**src/rtl/gate_unit.sv**
```systemverilog
// Two-stage pipelined N-lane bitwise logic cell with valid/ready on both sides
// and a saturating output-toggle counter for switching-activity estimation.
module gate_unit #(
  parameter int WIDTH = 8,
  parameter int N_IN  = 2,
  parameter int CNT_W = 16
) (
  input  logic                    clk,
  input  logic                    rst_n,
  input  logic                    in_valid,
  output logic                    in_ready,
  input  logic [N_IN*WIDTH-1:0]   in_data,
  input  logic [2:0]              op,
  output logic                    out_valid,
  input  logic                    out_ready,
  output logic [WIDTH-1:0]        out_data,
  input  logic                    cnt_clr,
  output logic [CNT_W-1:0]        toggle_cnt
);

  // Handshake: a word moves across a port on any rising edge where valid and
  // ready are both high; valid never depends on ready, ready may depend on valid.

  typedef enum logic [2:0] {
    OP_AND  = 3'd0,
    OP_NAND = 3'd1,
    OP_OR   = 3'd2,
    OP_NOR  = 3'd3,
    OP_XOR  = 3'd4,
    OP_XNOR = 3'd5,
    OP_PASS = 3'd6,
    OP_ZERO = 3'd7
  } op_e;

  localparam int PC_W  = 6;
  localparam int SUM_W = ((CNT_W > PC_W) ? CNT_W : PC_W) + 1;
  localparam logic [SUM_W-1:0] CNT_MAX = (SUM_W'(1) << CNT_W) - SUM_W'(1);

  logic                  s1_valid_q, s1_valid_d;
  logic [N_IN*WIDTH-1:0] s1_data_q, s1_data_d;
  logic [2:0]            s1_op_q, s1_op_d;
  logic                  out_valid_q, out_valid_d;
  logic [WIDTH-1:0]      out_data_q, out_data_d;
  logic [WIDTH-1:0]      last_out_q, last_out_d;
  logic [CNT_W-1:0]      cnt_q, cnt_d;

  logic                  in_xfer, out_xfer, s2_load;
  logic [WIDTH-1:0]      lane, and_r, or_r, xor_r, result;
  logic [WIDTH-1:0]      diff;
  logic [PC_W-1:0]       pc;
  logic [SUM_W-1:0]      base, sum;

  always_comb begin
    out_xfer = out_valid_q && out_ready;
    s2_load  = s1_valid_q && (!out_valid_q || out_ready);
    in_ready = !s1_valid_q || s2_load;
    in_xfer  = in_valid && in_ready;
  end

  always_comb begin
    lane  = '0;
    and_r = '1;
    or_r  = '0;
    xor_r = '0;
    for (int k = 0; k < N_IN; k++) begin
      lane  = s1_data_q[k*WIDTH +: WIDTH];
      and_r = and_r & lane;
      or_r  = or_r | lane;
      xor_r = xor_r ^ lane;
    end
    case (op_e'(s1_op_q))
      OP_AND:  result = and_r;
      OP_NAND: result = ~and_r;
      OP_OR:   result = or_r;
      OP_NOR:  result = ~or_r;
      OP_XOR:  result = xor_r;
      OP_XNOR: result = ~xor_r;
      OP_PASS: result = s1_data_q[WIDTH-1:0];
      default: result = '0;
    endcase
  end

  always_comb begin
    s1_valid_d  = s1_valid_q;
    s1_data_d   = s1_data_q;
    s1_op_d     = s1_op_q;
    out_valid_d = out_valid_q;
    out_data_d  = out_data_q;
    if (in_xfer) begin
      s1_valid_d = 1'b1;
      s1_data_d  = in_data;
      s1_op_d    = op;
    end else if (s2_load) begin
      s1_valid_d = 1'b0;
    end
    if (s2_load) begin
      out_valid_d = 1'b1;
      out_data_d  = result;
    end else if (out_xfer) begin
      out_valid_d = 1'b0;
    end
  end

  // A clear coinciding with a transfer restarts the count from that transfer.
  always_comb begin
    diff = out_data_q ^ last_out_q;
    pc   = '0;
    for (int i = 0; i < WIDTH; i++) begin
      pc = pc + PC_W'(diff[i]);
    end
    base       = cnt_clr ? '0 : SUM_W'(cnt_q);
    sum        = base + SUM_W'(pc);
    cnt_d      = cnt_q;
    last_out_d = last_out_q;
    if (out_xfer) begin
      cnt_d      = (sum > CNT_MAX) ? CNT_MAX[CNT_W-1:0] : sum[CNT_W-1:0];
      last_out_d = out_data_q;
    end else if (cnt_clr) begin
      cnt_d = '0;
    end
  end

  always_ff @(posedge clk or negedge rst_n) begin
    if (!rst_n) begin
      s1_valid_q  <= 1'b0;
      s1_data_q   <= '0;
      s1_op_q     <= '0;
      out_valid_q <= 1'b0;
      out_data_q  <= '0;
      last_out_q  <= '0;
      cnt_q       <= '0;
    end else begin
      s1_valid_q  <= s1_valid_d;
      s1_data_q   <= s1_data_d;
      s1_op_q     <= s1_op_d;
      out_valid_q <= out_valid_d;
      out_data_q  <= out_data_d;
      last_out_q  <= last_out_d;
      cnt_q       <= cnt_d;
    end
  end

  assign out_valid  = out_valid_q;
  assign out_data   = out_data_q;
  assign toggle_cnt = cnt_q;

endmodule
```
**config.mk**
```make
export PLATFORM = sky130hd
export DESIGN_NAME = gate_unit
export DESIGN_NICKNAME = d
export VERILOG_FILES = /design/src/rtl/gate_unit.sv
export SDC_FILE = /design/constraint.sdc
export NUM_CORES = 1
export LEC_CHECK = 0
export ABC_AREA = 1
export BUFFER_PORTS_ARGS = -buffer_cell sky130_fd_sc_hd__buf_4
export CELL_PAD_IN_SITES_DETAIL_PLACEMENT = 0
export CELL_PAD_IN_SITES_GLOBAL_PLACEMENT = 1
export CORE_MARGIN = 1.5
export CORE_UTILIZATION = 30
export DETAILED_ROUTE_END_ITERATION = 10
export PLACE_DENSITY_LB_ADDON = 0.08
export SLEW_MARGIN = 25
export SYNTH_ARGS = -nofsm -noshare
export SYNTH_HDL_FRONTEND = slang
export SYNTH_SLANG_ARGS = --single-unit
```
**constraint.sdc**
```tcl
create_clock -name clk -period 11.61 [get_ports clk]
set_clock_uncertainty 0.2 [all_clocks]
set_input_delay 1.7415 -clock clk [delete_from_list [all_inputs] [get_ports clk]]
set_output_delay 1.7415 -clock clk [all_outputs]
set_load 0.05 [all_outputs]
```
==> results of run 1 <==
==> kinds of logic after synthesis <==
group                      count (synthesis)  synth area share
DFF                                       53            0.3812
buffers and inverters                     67           0.08450
and+or+nand+nor                          268            0.3495
AOI/OAI and AO/OA                         37           0.05681
xor gates and xnor gates                   8           0.02014
adders and majority gates                 27            0.1079
==> cell type report <==
type | count | area, um^2 | area share
Timing Repair Buffer | 51 | 382.9 | 0.09329
Sequential cell | 53 | 1326 | 0.3232
Inverter | 57 | 214.0 | 0.05213
Clock buffer | 7 | 142.6 | 0.03476
Tap cell | 143 | 178.9 | 0.04360
Multi-Input combinational cell | 340 | 1859 | 0.4530
==> placed cells by master (no fill, tap or decap), types with 3 or more instances in the layout <==
master,synthesis,routed
inv_1,54,54
o22ai_1,8,8
nand3_2,12,12
xnor2_1,5,5
buf_4,0,51
nor2_1,76,76
nand4_1,7,7
nor3_1,7,7
a21oi_1,22,22
nand2_1,126,126
xor2_1,3,3
fa_1,5,5
nand3_1,23,23
nor2_2,3,3
nand2_2,3,3
nor2_4,3,3
o21ai_0,5,5
clkbuf_16,0,5
dfrtp_1,53,53
ha_1,22,22
==> layer usage <==
| metal | up-vias | GRT usage | wire, um |
|---|---|---|---|
| met5 | - | 0 | 0 |
| met4 | 0 | 0.05043 | 125 |
| met3 | 9 | 0.02351 | 193 |
| met2 | 43 | 0.2593 | 4324 |
| met1 | 1353 | 0.1855 | 4098 |
| li1 | 1549 | - | - |
==> power breakdown <==
part           switching [mW]  internal, mW
registers              0.0367         0.226
clock network          0.0710        0.0851
logic                   0.302         0.187
==> worst max-delay path, delay by kind of cell <==
family                     cells  cell delay, ns
and+or+nand+nor                5            0.99
AOI/OAI and AO/OA              1            0.16
adders and majority gates      4            1.92
buffers and inverters          3            0.31
==> flip-flops by register name (all words and copies together) (netlist names) <==
signal      count
last_out_q      8
out_data        8
out_valid       1
s1_data_q      16
s1_op_q         3
s1_valid_q      1
toggle_cnt     16
==> per-stage QoR <==
step | instances | util
finish | 651 | 0.3610
global route | 651 | 0.3610
global placement | 644 | 0.3484
floorplan | 460 | -
detailed placement | 644 | 0.3484
CTS | 651 | 0.3610
==> final timing paths <==
path,from,end,depth (start not counted)
max in group asynchronous,rst_n,s1_op_q[0],1
worst min-delay path,last_out_q[3],last_out_q[3],2
worst max-delay path,cnt_clr,toggle_cnt[0],13
worst min register to register,last_out_q[3],last_out_q[3],2
worst max register to register,out_data[0],toggle_cnt[0],14
min in group asynchronous,rst_n,toggle_cnt[5],1
==> reports/results.tsv, run 1 <==
metric	value	unit
synthCells	460	
globalplace.congestion	0.7685	
final.setup.tns	0	ns
root_buffer	clkbuf_16	
worst_ep_arrival_time	5.12	ns
cp_slowest_cell	fa_1	
antenna_cells	0	
avgViaCountPerCell	4.538	
placed_area	3961	um^2
synth_edf_count	0	
post-place-ws	6.081	ns
first_global_vias	2882	
synth_fp_nets	511	
wl_per_cell	13.43	um
startpoint_type	primary input	
firstDrtPassIters	6	
drtIter0Drc	99	
period_minus_slack	5.170	ns
fin_nets	559	
async_reset_ff_frac	1.000	
tightestPinTransition	0.7241	ns
slew_headroom	0.5173	
fp-row-count	39	
ir_worst_vdd	0.0001226	V
fin_hold_ws	0.3004	ns
antenna_found_initial	0	
rrSetupSlack	6.99	ns
critPathRequiredTime	11.56	ns
htreeDepth	2	
grt_pass1_wl	14460	um
p_leak	2.223	nW
synth_cell_types	31	
critPathKind	in -> reg	
power.density	221.2	nW/um^2
ctsHoldBuffers	0	
min_period_over_period	0.4453	
grt_use_total	0.1481	
antenna_left	0	
final_area	4104	um^2
dieArea	12250	um^2
clock_latency	0.30	ns
yosysSeqAreaShare	0.3812	
netlist_top_cells_area	dfrtp_1 (38%), nand2_1 (14%), nor2_1 (8.2%)	
synthFlopType	dfrtp_1	
syn_avg_cell_area	7.564	um^2
fmax	193.4	MHz
fp.coreArea	11370	um^2
ctsLongestPathBuffers	2	
cpMostUsedCell	fa_1	
die_h	110.7	um
maxSlewViolCount	0	
fin_ws	6.440	ns
syn-cell-area	3480	um^2
crit_fanout	16	
gr-total-overflow	0	
finalSetupViolCount	0	
cts_buffers	5	
cts_resized	0	
die_w	110.7	um
portBuffers	49	
synth_largest_area_cell	dfrtp_1	
path_cells	buf_4 > nor2_1 > fa_1 > inv_1 > fa_1 > inv_1 > fa_1 > fa_1 > nand3_1 > nand2_1 > and2_2 > nand3_2 > o21ai_0	
yosysTopAreaCellShare	0.3812	
finalPower	0.9077	mW
hold_path_class	reg -> reg	
drt_drc_violations_left	0	
grt_max_degree	54	
clk_pin_slew	0.07	ns
fillers	1211	
cp-end-kind	flop	
ys_ff_latch	53	
wirelength	8741	um
areaGrowthSynthToFinish	17.94	%
post-cts-setup-buffers	0	
vias	2954	
status	complete, no violations	
drv_cap	0	
synth_common_cells	nand2_1 (126), nor2_1 (76), inv_1 (54), dfrtp_1 (53), nand3_1 (23)	
yosysMostFrequentCell	nand2_1	
final_layout_size_suffix_gt1_frac	0.1693	
dpl.hpwl	6144	um
hold_violations	0	
cts_tree	done	
yosysWarnings	0	
clock-sinks	53	
rsz0062_at_grt	false	
start_util	0.3060	
ios	50	
max_stage_delay	0.52	ns
(Power assumes the default switching activity.)
==> run 2, diff against run 1 <==
==> constraint.sdc (replaced) <==
create_clock -name clk -period 5.29 [get_ports clk]
set_clock_uncertainty 0.2 [all_clocks]
set_input_delay 0.7935 -clock clk [delete_from_list [all_inputs] [get_ports clk]]
set_output_delay 0.7935 -clock clk [all_outputs]
set_load 0.05 [all_outputs]
==> run 2 against run 1 <==
  * Count of clock-buffer cells in the layout did not move
  * Cell count rose by 0.15%
  * Combinational power rose by 120%
  * Sequential share of layout area fell by 0.23 points
  * Hold slack improved by 0.0023 ns
  * Global-route usage rose by 0.74 points
  * Routed wire length fell by 0.81%
  * Die area did not move
  * Non-clock buffer count did not move
  * Core utilization rose by 0.26 points
  * Worst setup slack got worse by 5.7 ns
  * First-iteration DRC count rose by 16%
==> reports/results.tsv, run 2 (synthesis gave the netlist of run 1 again) <==
metric	value	unit	change
status	complete, no violations		
die_w	110.7	um	unchanged
layout_commonest_cell	nand2_1		
root_buffer	clkbuf_16		
antenna_left	0		unchanged
cts_tree	done		
dieArea	12250	um^2	unchanged
drt_drc_violations_left	0		unchanged
drtIter0Drc	115		+16%
worst_ep_arrival_time	4.55	ns	-0.57 ns
portBuffers	49		unchanged
critPathRequiredTime	5.25	ns	-6.31 ns
power.density	491.2	nW/um^2	+120%
gr-total-overflow	0		unchanged
tightestPinTransition	0.7163	ns	-0.007844 ns
fmax	217.7	MHz	
die_h	110.7	um	unchanged
drv_cap	0		unchanged
ir_worst_vdd	0.0002876	V	+130%
p_leak	2.237	nW	+0.64%
grt_max_degree	54		unchanged
post-place-ws	0.6669	ns	-5.414 ns
hold_violations	0		unchanged
start_util	0.3060		unchanged
min_period_over_period	0.8683		
critPathKind	reg -> reg		
final.setup.tns	0	ns	unchanged
vias	2954		unchanged
slew_headroom	0.5213		+0.004073
crit_fanout	16		unchanged
clk_pin_slew	0.07	ns	about the same
post-route-util	0.3636		+0.002641
fin_ws	0.6967	ns	-5.743 ns
antenna_found_initial	0		unchanged
grt_use_total	0.1555		+0.007350
cp-end-kind	flop		
clock_latency	0.30	ns	about the same
ctsLongestPathBuffers	2		unchanged
fp.coreArea	11370	um^2	unchanged
maxSlewViolCount	0		unchanged
areaGrowthSynthToFinish	18.81	%	
first_global_vias	3043		+5.6%
period_minus_slack	4.593	ns	
grt_pass1_wl	15090	um	+4.4%
ctsHoldBuffers	0		unchanged
finalPower	2.030	mW	+120%
wirelength	8670	um	-0.81%
fp-row-count	39		unchanged
htreeDepth	2		unchanged
post-cts-setup-buffers	0		unchanged
fin_nets	559		unchanged
ios	50		unchanged
firstDrtPassIters	4		-2
antenna_cells	0		unchanged
dpl.hpwl	6179	um	+0.57%
final_layout_size_suffix_gt1_frac	0.1709		+0.001632
clock-sinks	53		unchanged
rsz0062_at_grt	false		
finalSetupViolCount	0		unchanged
startpoint_type	flop		
hold_path_class	reg -> reg		
avgViaCountPerCell	4.531		-0.15%
globalplace.congestion	0.7715		+0.39%
fillers	1230		+1.6%
cts_resized	0		unchanged
wl_per_cell	13.30	um	-0.96%
final_cell_mix	nand2_1 (126), nor2_1 (76), inv_1 (54)		
cts_buffers	5		unchanged
==> run 2: where the power goes <==
part           internal (mW)  switching [mW]  leakage (nW)
clock                  0.237           0.163        0.0841
combinational          0.403           0.655          1.49
sequential             0.496          0.0771         0.659
total                   1.14           0.895          2.24
==> run 2: area by class of cell <==
| type | instances | area (um^2) | area share |
|---|---|---|---|
| multi-input cells | 340 | 1859 | 0.4498 |
| flip-flops and latches | 53 | 1326 | 0.3208 |
| repair buffers | 51 | 382.9 | 0.09262 |
| inverters | 57 | 214.0 | 0.05176 |
| well taps | 143 | 178.9 | 0.04328 |
| clock buffers | 7 | 142.6 | 0.03450 |
| clock inverters | 1 | 30.03 | 0.007264 |
==> run 2: layer usage <==
layer | vias to the layer above | GRT usage | wire, um
met5 | - | 0 | 0
met1 | 1367 | 0.1895 | 4030
li1 | 1544 | - | -
met3 | 10 | 0.02624 | 198
met2 | 33 | 0.2712 | 4242
met4 | 0 | 0.06496 | 198
==> run 2: worst paths after layout <==
check / slack, ns / cells after the start / startpoint / endpoint
max: 0.70 / 14 / out_data[0] / toggle_cnt[0]
min: 0.30 / 2 / last_out_q[3] / last_out_q[3]
max reg2reg: 0.70 / 14 / out_data[0] / toggle_cnt[0]
min reg2reg: 0.30 / 2 / last_out_q[3] / last_out_q[3]
max in group asynchronous: 4.09 / 1 / rst_n / s1_data_q[1]
min in group asynchronous: 0.34 / 1 / rst_n / last_out_q[4]
==> run 2: worst max-delay path, cell delays in order (launching register included) <==
cell and delay, ns:
dfrtp_1 0.41, xnor2_1 0.16, fa_1 0.53, inv_1 0.05, fa_1 0.53, inv_1 0.06, fa_1 0.53, inv_1 0.06
fa_1 0.45, fa_1 0.41, nand3_1 0.10, nand2_1 0.13, and2_2 0.25, nand3_2 0.39, o21ai_0 0.18
==> run 2: stage by stage <==
stage / cells / area (um^2) / hold slack, ns
5_1_grt: 652 / 4134 / 0.3315
3_5_place_dp: 644 / 3961 / 0.2858
3_3_place_gp: 644 / 3961 / 0.2816
6_report: 652 / 4134 / 0.3027
4_1_cts: 652 / 4134 / 0.3066
2_1_floorplan: 460 / 3480 / 0.2683
